==> src/rtl/axi4_pkg.sv <==
// axi4_pkg: AXI4 read-channel (AR/R) payload types shared by the bus masters and slaves.
package axi4_pkg;
    typedef struct packed {
        logic        ARVALID;
        logic [31:0] ARADDR;
        logic [7:0]  ARLEN;
        logic [2:0]  ARSIZE;
        logic [1:0]  ARBURST;
        logic [3:0]  ARID;
    } ar_m;
    typedef struct packed {
        logic ARREADY;
    } ar_s;
    typedef struct packed {
        logic RREADY;
    } r_m;
    typedef struct packed {
        logic        RVALID;
        logic [31:0] RDATA;
        logic [1:0]  RRESP;
        logic        RLAST;
        logic [3:0]  RID;
    } r_s;
endpackage

==> src/rtl/riscv_pkg.sv <==
// riscv_pkg: core-wide constants and the read arbiter state encoding.
package riscv_pkg;
    typedef enum logic [1:0] {IDLE, ADDR, DATA} arb_state_e;
    localparam logic REQ_LSU = 1'b0;
    localparam logic REQ_IFU = 1'b1;
endpackage

==> src/rtl/riscv_rr_arb2.sv <==
// riscv_rr_arb2: combinational two-way grant, round-robin or IFU-priority on ties.
module riscv_rr_arb2 import riscv_pkg::*; #(
    parameter bit FIXED_PRIO = 1'b0
) (
    input  logic [1:0] req,
    input  logic       last_grant,
    output logic [1:0] gnt
);
    logic win;
    always_comb begin
        win = req[REQ_IFU] ? REQ_IFU : REQ_LSU;
        if (&req) win = FIXED_PRIO ? REQ_IFU : ~last_grant;
        gnt = |req ? (2'b01 << win) : 2'b00;
    end
endmodule

==> src/rtl/riscv_axi_rd_arb.sv <==
// riscv_axi_rd_arb: shares one AXI4 AR/R master port between LSU (0) and IFU (1),
// one burst in flight, with an RLAST-vs-ARLEN protocol check.
module riscv_axi_rd_arb import axi4_pkg::*, riscv_pkg::*; #(
    parameter bit FIXED_PRIO = 1'b0
) (
    input  logic      ACLK,
    input  logic      ARESETn,
    input  ar_m [1:0] REQ_AR_M,
    output ar_s [1:0] REQ_AR_S,
    input  r_m  [1:0] REQ_R_M,
    output r_s  [1:0] REQ_R_S,
    output ar_m       BUS_AR_M,
    input  ar_s       BUS_AR_S,
    output r_m        BUS_R_M,
    input  r_s        BUS_R_S,
    output logic      PROTO_ERR
);
    arb_state_e state_q, state_d;
    ar_m        ar_q;
    logic       grant_q, last_grant_q, win, hs;
    logic [7:0] len_q;
    logic [8:0] beat_q;
    logic [1:0] gnt;

    riscv_rr_arb2 #(.FIXED_PRIO(FIXED_PRIO)) u_arb (
        .req        ({REQ_AR_M[1].ARVALID, REQ_AR_M[0].ARVALID}),
        .last_grant (last_grant_q),
        .gnt        (gnt)
    );

    assign win = gnt[REQ_IFU];
    assign hs  = (state_q == DATA) && BUS_R_S.RVALID && REQ_R_M[grant_q].RREADY;

    always_comb begin
        state_d  = state_q;
        REQ_AR_S = '0;
        REQ_R_S  = '0;
        BUS_AR_M = '0;
        BUS_R_M  = '0;
        case (state_q)
            IDLE: begin
                // ARREADY is combinational, so gate it to keep outputs quiet under reset
                REQ_AR_S[0].ARREADY = ARESETn & gnt[0];
                REQ_AR_S[1].ARREADY = ARESETn & gnt[1];
                if (|gnt) state_d = ADDR;
            end
            ADDR: begin
                BUS_AR_M         = ar_q;
                BUS_AR_M.ARVALID = 1'b1;
                if (BUS_AR_S.ARREADY) state_d = DATA;
            end
            DATA: begin
                REQ_R_S[grant_q] = BUS_R_S;
                BUS_R_M.RREADY   = REQ_R_M[grant_q].RREADY;
                if (hs && BUS_R_S.RLAST) state_d = IDLE;
            end
            default: state_d = IDLE;
        endcase
    end

    always_ff @(posedge ACLK or negedge ARESETn) begin
        if (!ARESETn) begin
            state_q      <= IDLE;
            ar_q         <= '0;
            grant_q      <= 1'b0;
            len_q        <= '0;
            beat_q       <= '0;
            last_grant_q <= 1'b1;
            PROTO_ERR    <= 1'b0;
        end else begin
            state_q <= state_d;
            if (state_q == IDLE && |gnt) begin
                ar_q         <= REQ_AR_M[win];
                grant_q      <= win;
                len_q        <= REQ_AR_M[win].ARLEN;
                last_grant_q <= win;
            end
            if (hs) begin
                beat_q <= BUS_R_S.RLAST ? 9'd0 : beat_q + 9'd1;
                // RLAST must land exactly on beat ARLEN; both early and late RLAST are errors
                if (BUS_R_S.RLAST ? (beat_q != {1'b0, len_q}) : (beat_q == {1'b0, len_q}))
                    PROTO_ERR <= 1'b1;
            end
        end
    end
endmodule

==> config.mk <==
export PLATFORM = sky130hd
export DESIGN_NAME = riscv_axi_rd_arb
export DESIGN_NICKNAME = d
export VERILOG_FILES = /design/src/rtl/axi4_pkg.sv /design/src/rtl/riscv_pkg.sv /design/src/rtl/riscv_rr_arb2.sv /design/src/rtl/riscv_axi_rd_arb.sv
export SDC_FILE = /design/constraint.sdc
export NUM_CORES = 1
export LEC_CHECK = 0
export CAP_MARGIN = 0
export CORE_ASPECT_RATIO = 2
export CORE_UTILIZATION = 32
export CTS_CLUSTER_SIZE = 24
export DETAILED_ROUTE_END_ITERATION = 10
export MAX_ROUTING_LAYER = met4
export PLACE_DENSITY = 0.78
export SYNTH_ARGS = -nofsm -noshare
export SYNTH_HDL_FRONTEND = slang
export SYNTH_SLANG_ARGS = --single-unit
==> constraint.sdc <==
create_clock -name ACLK -period 1.3 [get_ports ACLK]
set_clock_uncertainty 0.05 [all_clocks]
set_input_delay 0.26 -clock ACLK [delete_from_list [all_inputs] [get_ports ACLK]]
set_output_delay 0.26 -clock ACLK [all_outputs]
set_load 0.005 [all_outputs]
==> out/summary.txt <==
Max cap viols: 0
Synth Register Bits: 63
Die X: 80.8 µm
Crit path max fanout: 4
Slowest stage delay, CP: 0.40 ns
Core outline area: 12100 µm²
First DRT Iteration DRCs: 258
Initial antenna violation count: 0
Die height: 160 µm
DR pass1 iterations: 4
Crit path kind: register to output port
Total Routing Usage GR: 0.260
Post-layout nets: 975
Relative slew slack: 0.670
Unrepaired setup endpoints after global routing: yes
Top Metal Used: met4
Post-layout util: 0.776
Status: complete, but fails checks
Routed met1 length: 7.05 mm
Worst-skew pair later-pin latency: 0.33 ns
Syn_nets: 602
Routed Antenna Nets: 0
Area of the mapped netlist: 3970 µm²
Area Overhead vs Synth: 137%
Detailed placement HPWL: 11.9 mm
Total power: 18.3 mW
Synth Flop Type: dfrtp_1
Routed length on met3: 1.59 mm
R2r startpoint: state_q[1]
Crit path time final: 2.08 ns
Initial Util: 0.327
Mean post-synth cell area: 8.71 µm²
Crit-path slowest cell: dfrtp_1
Die footprint: 12900 µm²
Static Leak: 4.40 nW
Post-Place Cells: 890
Critical path startpoint: state_q[0]
Area contributors post-synth: dfrtp_1 39%, and2_1 20%, mux2i_1 13%, o21ai_0 5.8%, nand2_1 5.7%
First-pass GRT wire length: 24.1 mm
Clk pwr share: 0.122
Setup tns final: -107.85 ns
Hold Path Class: input port to async pin
Peak VDD IR: 1170 µV
Avg WL per Cell: 22.1 µm
Final cell count without fillers: 978
Worst-path cell chain: nand2b_4 > nor2_4 > buf_6 > buf_6 > buf_6 > buf_6 > and2_4 > buf_6
# H-tree levels: 3
CTS clk-pin slew, worst paths: 0.06 ns
Internal power: 11.5 mW
IO buf count: 278
Most common cell after layout, fill and taps aside: buf_6
CP startpoint kind: register
Most frequent cells in the layout: 151 x buf_6, 143 x clkdlybuf4s50_1, 113 x and2_4
FMAX: 0.480 GHz
Slew @ Worst Pin: 0.493 ns
Register area share after synthesis: 0.397
Vias in the first global route: 4659
FP Rows: 57
CTS root buffer: clkbuf_16
Via count: 5055
WL met2: 11.8 mm
Placed Area: 7200 µm²
Gate Count Post-Synth: 456
CTS tree: done
Drt via density: 5.17
Largest delay share family, worst path: buffers and inverters
Post-synth EDFFs: 0
Residual overflow from global routing: 0
# DRC: 0
Diode count: 0
Synth unique cells: 40
Switching Share: 0.370
Buffers and inverters on the worst path: 5
Register share of total power: 0.208
Net Switching: 6.78 mW
CTS buffer count: 9
Pin count of the biggest net entering global routing: 58
Final WS setup: -0.781 ns
Hold Fails Final Rpt: 0
Synthesis warning total: 0
Share of layout cells above drive strength 1: 0.587
Post-synth top area share: 0.391
Most common cell on crit path: buf_6
Synth area leader: dfrtp_1
Fin area: 9410 µm²
Cell Pwr Density: 1950 nW/µm²
Global placer's final weighted congestion: 0.860
Longest Clk Path Bufs: 2
CTS sink cnt: 63
Final setup violation count: 196
Final period util: 1.60
Ports: 279
Max Slew Vio Count: 0
Critical path arrival: 1.77 ns
Crit. End Element: output port
Failing checks: negative setup slack
Combinational power share: 0.669
Worst EP required: 0.99 ns
Final WL: 21.6 mm
Async SR Flop Fraction: 1.00
==> power by group through the flow <==
stage	logic (mW)	registers, mW	clock network, mW
final	12.3	3.81	2.24
after global routing	12.9	3.90	2.38
after CTS	6.91	3.43	2.28
after detailed placement	6.36	3.43	0
after global placement	6.21	3.38	0
after floorplan	2.88	3.23	0
==> final timing paths <==
kind,end,slack (ns),depth (start not counted)
max,REQ_R_S[19],-0.78,8
min,beat_q[6],0.005,2
max reg2reg,len_q[4],-0.49,10
min reg2reg,ar_q[25],0.44,2
max in group asynchronous,ar_q[27],0.53,3
min in group ACLK,ar_q[25],0.44,2
==> flip-flops by register name, indices dropped and copies added (netlist names) <==
signal        count
beat_q            9
len_q             8
ar_q             41
state_q           2
grant_q           1
PROTO_ERR         1
last_grant_q      1
==> metrics by stage <==
| stage | hold WS (ns) | setup slack (ns) |
|---|---|---|
| after floorplan | -0.0856 | -0.139 |
| after global routing | 0.0296 | -0.833 |
| final | 0.00493 | -0.781 |
| after global placement | 0.351 | -0.644 |
| after CTS | -0.00944 | -0.866 |
| after detailed placement | 0.343 | -0.665 |
==> cell usage after synthesis, drive strengths merged (3+ instances only) <==
cell type and n:
nand2 60, nand3 3, nor2 6, xnor2 7
dfrtp 62, buf 10, mux2i 52, a21oi 6
inv 4, o21ai 57, clkbuf 24, nor3 5
and2 129
==> what timing repair did <==
item	CTS	global route
resized for setup	402	554
pin swaps	15	112
cloned	5	22
endpoints found under the hold margin	21	0
endpoints found under the setup margin	195	197
setup buffers	20	33
==> layout make-up <==
cell class / instances / area, µm²
Timing Repair Buffer: 394 / 4280
Multi-Input combinational cell: 357 / 3090
Fill cell: 788 / 2710
Tap cell: 147 / 184
Clock inverter: 1 / 5.00
Sequential cell: 63 / 1580
Clock buffer: 12 / 267
Inverter: 4 / 15.0
==> kinds of logic after synthesis <==
family	share of synthesized area
and+or+nand+nor	0.301
AOI/OAI and AO/OA	0.107
DFF	0.397
muxes	0.132
buffers and inverters	0.0422
xor gates and xnor gates	0.0176
adders and majority gates	0.00315
==> metal layers <==
layer | track usage | vias to the layer above
li1 | - | 2261
met1 | 0.268 | 2429
met2 | 0.468 | 299
met3 | 0.0493 | 66
met4 | 0.102 | 0
met5 | - | -
==> worst reg2reg max path: cells and delay by family, from the launching register on <==
family          cells  cell delay (ns)
flops               1             0.45
buf+inv             6             0.79
simple gates        2             0.19
compound gates      2             0.20
Note: power is estimated with default switching activity, not from simulation.
